[src/rtl/way_refill_arbiter.sv]
// way_refill_arbiter: round-robin fetch arbiter that refills empty merge-tree ways
// Optional feature: define WAY_REFILL_ARBITER_STAT_EN to add the o_refill_cnt refill counter
module way_refill_arbiter #(
  parameter int W_LOG = 6,
  parameter int P_LOG = 3,
  parameter int DATW  = 64,
  parameter int Q_LOG = 2
) (
  input  logic                      CLK,
  input  logic                      RST,
  input  logic [(1<<W_LOG)-1:0]     i_emp,
  input  logic                      i_flush,
  output logic                      o_req_valid,
  output logic [W_LOG-1:0]          o_req_idx,
  input  logic                      i_req_ready,
  input  logic                      i_rsp_valid,
  input  logic [(DATW<<P_LOG)-1:0]  i_rsp_data,
  output logic [(DATW<<P_LOG)-1:0]  o_din,
  output logic                      o_dinen,
  output logic [W_LOG-1:0]          o_din_idx,
  output logic                      o_idle,
  output logic                      o_err
`ifdef WAY_REFILL_ARBITER_STAT_EN
  ,
  output logic [31:0]               o_refill_cnt
`endif
);
  localparam int N = 1 << W_LOG;
  localparam int Q = 1 << Q_LOG;
  typedef enum logic {RUN, DRAIN} state_t;
  state_t state;
  logic [N-1:0] pending, elig, set_mask, clr_mask;
  logic [W_LOG-1:0] rr, gnt_idx, k;
  logic gnt_found;
  logic [W_LOG-1:0] fifo [Q];
  logic [Q_LOG-1:0] wp, rp;
  logic [Q_LOG:0] cnt;
  logic full, accept, pop;
  assign full     = cnt == (Q_LOG+1)'(Q);
  assign accept   = o_req_valid && i_req_ready;
  assign pop      = i_rsp_valid && cnt != '0;
  assign elig     = i_emp & ~pending & {N{state == RUN && !full}};
  assign set_mask = accept ? N'(1) << o_req_idx : '0;
  assign clr_mask = o_dinen ? N'(1) << o_din_idx : '0;
  assign o_idle   = state == RUN && cnt == '0 && !o_req_valid;
  // Round-robin search: first eligible way at or after rr, wrapping
  always_comb begin
    gnt_found = 1'b0;
    gnt_idx = rr;
    k = rr;
    for (int i = 0; i < N; i++) begin
      k = rr + W_LOG'(i);
      if (!gnt_found && elig[k]) begin
        gnt_found = 1'b1;
        gnt_idx = k;
      end
    end
  end
  // Index FIFO storage; no reset needed since the pointers define validity
  always_ff @(posedge CLK) begin
    if (accept) fifo[wp] <= o_req_idx;
  end
  // Control state, request channel, FIFO pointers, tree input and error flag
  always_ff @(posedge CLK or negedge RST) begin
    if (!RST) begin
      state <= RUN;
      o_req_valid <= 1'b0;
      o_req_idx <= '0;
      rr <= '0;
      pending <= '0;
      wp <= '0;
      rp <= '0;
      cnt <= '0;
      o_dinen <= 1'b0;
      o_din <= '0;
      o_din_idx <= '0;
      o_err <= 1'b0;
    end else begin
      state <= (state == RUN) ? (i_flush ? DRAIN : RUN)
             : ((cnt == '0 && !o_req_valid && !i_flush) ? RUN : DRAIN);
      if (accept) begin
        o_req_valid <= 1'b0;
        rr <= o_req_idx + 1'b1;
        wp <= wp + 1'b1;
      end else if (!o_req_valid && gnt_found) begin
        o_req_valid <= 1'b1;
        o_req_idx <= gnt_idx;
      end
      pending <= (pending & ~clr_mask) | set_mask;
      if (pop) begin
        rp <= rp + 1'b1;
        o_din <= i_rsp_data;
        o_din_idx <= fifo[rp];
      end
      cnt <= cnt + (Q_LOG+1)'(accept) - (Q_LOG+1)'(pop);
      o_dinen <= pop;
      o_err <= o_err || (i_rsp_valid && cnt == '0);
    end
  end
`ifdef WAY_REFILL_ARBITER_STAT_EN
  // Free-running count of refill beats delivered to the tree
  always_ff @(posedge CLK or negedge RST) begin
    if (!RST) o_refill_cnt <= '0;
    else if (o_dinen) o_refill_cnt <= o_refill_cnt + 1'b1;
  end
`endif
endmodule

[config.mk]
export PLATFORM = sky130hd
export DESIGN_NAME = way_refill_arbiter
export DESIGN_NICKNAME = d
export VERILOG_FILES = /design/src/rtl/way_refill_arbiter.sv
export SDC_FILE = /design/constraint.sdc
export NUM_CORES = 2
export LEC_CHECK = 0
export CAP_MARGIN = 20
export CORE_AREA = 2 2 427 429
export CTS_BUF_LIST = sky130_fd_sc_hd__clkbuf_8
export CTS_CLUSTER_DIAMETER = 150
export DETAILED_ROUTE_END_ITERATION = 8
export DIE_AREA = 0 0 429 431
export PLACE_DENSITY = 0.51
export SYNTH_ARGS = -nofsm -noshare
export SYNTH_HDL_FRONTEND = slang
export SYNTH_SLANG_ARGS = --single-unit
[constraint.sdc]
create_clock -name CLK -period 12.7 [get_ports CLK]
set_input_delay 2.54 -clock CLK [delete_from_list [all_inputs] [get_ports CLK]]
set_output_delay 2.54 -clock CLK [all_outputs]
set_load 0.02 [all_outputs]
Word level (Yosys, flattened, before mapping)
Memories as Yosys holds them, arrays and structs flattened. A register that Yosys moved wholly into a read port is not among the register bits.
Cells that the tools add are included.
{"block": "totals", "regBits": 599, "latch_bits": 0, "mem_bits_rw": 24, "romBits": 0, "input_bits": 581, "n_memories": 1}
{"name": "fifo", "depth": 4, "word_bits": 6, "rd": 1, "rd_ports_with_merged_regs": 1, "wr": 1, "line": "35", "text": "logic [W_LOG-1:0] fifo [Q];"}
{"block": "op_classes", "addsub": 68, "multipliers": 0, "div_mod_pow": 0, "magnitude_cmp": 64, "n_eq_ne": 1, "shift": 2, "mux": 264, "bitwise_logic": 8, "reduce_logical": 144}
{"cell": "less-than comparator 6 x 7 -> 1 bit (second input constant)", "n": 64}
{"cell": "binary-select mux 1 bit (select 6 bit)", "n": 64}
{"cell": "two-way mux 6 bit", "n": 63}
{"cell": "adder 6 bit (second input constant)", "n": 32}
{"cell": "bitwise AND 64 bit", "n": 3}
{"cell": "two-way mux 1 bit", "n": 135}
{"cell": "two-way mux 64 bit", "n": 2}
{"cell": "NOT 64 bit", "n": 2}
{"cell": "left shift 1 x 6 -> 64 bit (first input constant)", "n": 2}
{"cell": "adder 6 x 5 -> 6 bit (second input constant)", "n": 16}
{"cell": "logical AND 1 bit", "n": 72}
{"cell": "logical NOT 1 bit", "n": 67}
{"cell": "bitwise OR 64 bit", "n": 1}
{"cell": "adder 6 x 4 -> 6 bit (second input constant)", "n": 8}
{"cell": "adder 6 x 3 -> 6 bit (second input constant)", "n": 4}
{"cell": "adder 6 x 1 -> 6 bit (second input constant)", "n": 2}
{"cell": "adder 6 x 2 -> 6 bit (second input constant)", "n": 2}
{"cell": "adder 2 x 1 -> 2 bit (second input constant)", "n": 2}
{"cell": "adder 3 x 1 -> 3 bit", "n": 1}
{"cell": "equality test 3 bit (second input constant)", "n": 1}
{"cell": "logical NOT 3 bit", "n": 1}
{"cell": "nonzero test 3 bit", "n": 1}
{"cell": "subtractor 3 x 1 -> 3 bit", "n": 1}
{"cell": "NOT 1 bit", "n": 2}
{"cell": "other kinds (3)", "n": 3}

Longest topological paths before layout
{"block": "depth", "depth_word": 199, "depth_mapped": 33, "mapped_depth_nobuf": 21}

Least setup slack after synthesis
No wires, ideal clock.
{"block": "synth_timing", "kind": "input -> register", "start": "input port i_emp[28]", "end": "register o_req_idx[2]", "arrival_time_ns": 7.552, "path_slack_ns": 5.027, "path_stages": 21, "cell_sequence": "nor2b_1 mux4_2 mux2_2 a32o_1 o32a_1 buf_2 or3_4 nor4_4 nand4_1 nor3_2 and3_1 buf_6 nand4_2 or3_1 buf_6 or3b_4 nor2_1 o21ai_1 a2111oi_0 o211ai_1 a22o_1"}
{"block": "synth_between", "elab_chain_cells": 196, "word_cells_on_any_way": 385, "classes_between": "mux (255); bitwise (2); reduce/logical (128)"}
{"element": "from (decl)", "line": "11", "text": "input logic [(1<<W_LOG)-1:0] i_emp,"}
{"element": "bitwise AND 64 bit * (2 in series)", "line": "42", "text": "assign elig = i_emp & ~pending & {N{state == RUN && !full}};"}
{"element": "binary-select mux 1 bit (select 6 bit)", "line": "53", "text": "if (!gnt_found && elig[k]) begin"}
{"element": "two-way mux 1 bit (implied by the code)", "line": "53"}
{"element": "two-way mux 1 bit", "line": "53"}
{"element": "logical NOT 1 bit", "line": "53"}
{"element": "logical AND 1 bit", "line": "53"}
{"element": "two-way mux 1 bit", "line": "53"}
{"element": "logical NOT 1 bit", "line": "53"}
{"element": "(+179 left out)"}
{"element": "logical NOT 1 bit", "line": "53"}
{"element": "logical AND 1 bit", "line": "53"}
{"element": "two-way mux 1 bit", "line": "53"}
{"element": "logical NOT 1 bit", "line": "53"}
{"element": "logical AND 1 bit", "line": "53"}
{"element": "two-way mux 1 bit", "line": "53"}
{"element": "logical AND 1 bit", "line": "85", "text": "end else if (!o_req_valid && gnt_found) begin"}
{"element": "AND reduction 2 bit (no source line)"}
{"element": "to (signal assigned)", "line": "87", "text": "o_req_idx <= gnt_idx;"}
{"element": "to (decl)", "line": "14", "text": "output logic [W_LOG-1:0] o_req_idx,"}
Every way passes the cells marked *; elsewhere a longest branch is shown, timed or not. The select of a mux whose other input is x is not followed.
A chain may end at the register's enable or synchronous reset.

Worst setup path after layout
{"block": "layout_timing", "start": "input port i_emp[2]", "end": "register o_req_idx[2]"}
The elaborated chain is that of the path after synthesis.

==> impl_metrics.tcl <==
set metrics [dict create \
    status "finished, final reports clean" \
    tritoncts "yes" \
    cpLargestDelayFamily "compound AO/OA/AOI/OAI gates" \
    cp.depth 20 \
    max_cap_viol_count 0 \
    synth_top_area_frac 0.387 \
    leakagePower_nw 23.9 \
    fill_cells 19300 \
    crit_top_cell "nand3b_1" \
    setup_tns_ns 0 \
    antenna_left 0 \
    cts_resized 0 \
    numCtsBuffers 120 \
    async_flop_share 0.962 \
    worstSetupStartpointType "primary input" \
    grt_pass1_wl_mm 405 \
    syn-num-nets 5294 \
    drt_wl_total_mm 311 \
    cts_root_buf "clkbuf_8" \
    grt_start_max_net_pins 190 \
    coreArea_um2 180000 \
    grtUsageTotal 0.325 \
    holdBufCountCts 0 \
    area_growth_pct 42.8 \
    post_cts_buffers 0 \
    ys_types 98 \
    cp_data_required_time_ns 13.41 \
    reg2regPathDepth 22 \
    synth_edf_count 24 \
    crit_arrival_ns 10.27 \
    fp.dieW_um 429 \
    die_area_um2 185000 \
    ys_seq_area_frac 0.406 \
    hpwl_mm 256 \
    synthTopCellsByArea "dfrtp_1 39%, nand2_1 17%, mux4_2 7.9%, o21ai_0 2.8%, mux2i_1 2.7%" \
    grt_setup_unrepaired "no" \
    cp.buffers_inverters 2 \
    slew_headroom 0.0909 \
    holdPathStages 2 \
    crit_path_max_fanout 13 \
    htreeDepth 3 \
    drc 0 \
    final_common_cell "nand2_1" \
    dr_total_vias 43800 \
    clk_pin_slew_worst_paths_ns 0.07 \
    skew_ns 0.0776 \
    dr.pass1.iters 7 \
    drt_iter0_markers 5235 \
    gp_congestion 1.04 \
    fmax_ghz 0.105 \
    boundaryPins 1109 \
    finalMaxSlewViolations 0 \
    viasPerCell 5.30 \
    tightest_slew_ns 1.36 \
    nets 6372 \
    num_rows 156 \
    post-route-util 0.310 \
    clock_latency_ns 0.87 \
    crit_chain "clkdlybuf4s50_1, nor2b_1, a21boi_1, mux2i_1, a221oi_1, o22ai_1, o21ba_2, nand3_1, nand3b_1, nor3_2, buf_4, and3_1, nand4_2, or3_1, nand3b_1, o21ai_0, nor2_1, a2111oi_0, o211ai_1, a22o_1" \
    grt-ovfl-total 0 \
    power_density_nw_per_um2 295 \
    slowest_stage "a221oi_1" \
    postSynthAreaPerCell_um2 8.35 \
    synth_ff_type "dfrtp_1" \
    grt_pass1_vias 41800 \
    port_buffers 1108 \
    yosys_warnings 0 \
    min_path_type "reg -> reg" \
    syn_inst 4683 \
    synth.cell_area_um2 39100 \
    worst-setup-path-type "in -> reg" \
    ys_ff_latch 629 \
    fin_crit_sh 0.753 \
    most-common-layout-cells "1777 x nand2_1, 1107 x clkdlybuf4s50_1, 601 x dfrtp_1, 219 x o21ai_0, 214 x nor2_1" \
    die_h_um 431 \
    setup_viol 0 \
    clock_path_buffers 3 \
    ir_drop_uv 185 \
    synth_top_area_cell "dfrtp_1" \
    final_hold_viol_count 0 \
    max_stage_delay_ns 1.15 \
    cts_num_sinks 629 \
    initial_core_util 0.217 \
    wl_per_cell_um 37.6 \
    grt_antenna_before_repair 118 \
    fin_crit_ns 9.56 \
    cp-end-kind "flip-flop" \
    drive_gt1_frac 0.0954 \
]
==> metrics by stage <==
step / instances / cell area, um2 / worst slack (ns) / hold slack [ns] / power [mW]
2_1_floorplan: 4683 / 39100 / 5.03 / 0.471 / 8.25
3_3_place_gp: 8004 / 53200 / 2.49 / 0.458 / 14.0
3_5_place_dp: 8007 / 53200 / 2.60 / 0.461 / 14.0
4_1_cts: 8230 / 55700 / 3.49 / 0.476 / 16.2
5_1_grt: 8247 / 55800 / 2.98 / 0.489 / 16.9
6_report: 8260 / 55800 / 3.14 / 0.470 / 16.5
==> cell usage after synthesis (all sizes together) (11+ instances only) <==
cell type,instances
nor3,85
o22ai,64
a21oi,141
nor2,216
a31oi,24
nor2b,76
clkbuf,213
edfxtp,24
or3,17
dfrtp,605
o22a,13
o221ai,15
nand2,1778
nand3b,16
o2111a,11
nand4,29
mux4,137
nor4bb,13
inv,53
a221oi,20
buf,66
a22oi,22
mux2,31
xnor2,76
and3,20
nand2b,60
or4,15
and2,19
a2111oi,20
or2,25
mux2i,104
ha,29
a21o,19
nand3,95
a22o,15
nor4,25
o211ai,33
o21ai,224
a211oi,24
o2111ai,18
==> area by class of cell <==
type	count	area [um2]	area share
multi-input cells	3718	22100	0.395
clock buffers	149	2050	0.0367
clock inverters	74	463	0.00830
diodes	28	70.1	0.00126
flip-flops and latches	629	15900	0.284
inverters	57	221	0.00397
repair buffers	1235	12100	0.217
well taps	2370	2970	0.0531
==> flip-flops by register name, summed over array words and instances (netlist names) <==
signal,flops
o_dinen,1
o_req_valid,1
o_err,1
fifo,24
rp,2
o_din,512
rr,6
state,1
o_req_idx,6
wp,2
pending,64
o_din_idx,6
cnt,3
==> worst paths after layout <==
| check | start | endpoint | slack [ns] |
|---|---|---|---|
| setup / recovery | i_emp[2] | o_req_idx[2] | 3.14 |
| hold / removal | o_din[41] | o_din[41] | 0.47 |
| setup reg to reg | rr[0] | o_req_idx[2] | 3.51 |
| hold reg to reg | o_din[41] | o_din[41] | 0.47 |
| max in group asynchronous | RST | o_din[332] | 8.83 |
| min in group asynchronous | RST | o_din[409] | 1.64 |
==> kinds of logic (layout without fill, tap and decap cells) <==
group / count (synthesis) / in the layout / share of synthesized area
flops: 629 / 629 / 0.406
simple gates: 2531 / 2531 / 0.279
buf+inv: 336 / 1515 / 0.0349
other cells: 0 / 28 / 0
mux: 272 / 272 / 0.114
compound gates: 799 / 799 / 0.137
xor+xnor: 86 / 86 / 0.0195
fa+ha+maj: 30 / 30 / 0.00979
==> report_power, final <==
part	internal (mW)	total [mW]	switching, mW
logic	3.40	10.8	7.42
clock network	1.14	2.16	1.01
registers	2.70	3.47	0.774
==> worst register-to-register path, cell delays in order (launching register included) <==
cell	delay (ns)
dfrtp_4	0.42
buf_4	0.73
buf_4	0.93
a21boi_0	0.37
nor2_2	0.99
nor2_1	0.23
a221oi_1	0.67
a31oi_1	0.17
a222oi_1	0.52
and4_1	0.41
nand4_1	0.12
buf_4	0.26
nor3_2	0.18
buf_4	0.20
and3_1	0.38
nand4_2	0.20
or3_1	0.63
nand3b_1	0.49
o21ai_0	0.40
nor2_1	0.09
a2111oi_0	0.31
o211ai_1	0.16
a22o_1	0.22
==> metal layers <==
layer	share of wire	GRT usage
met5	0.0017	0
met4	0.061	0.159
met3	0.10	0.110
met2	0.45	0.513
met1	0.39	0.395
Power figures use the tool's default switching activity.
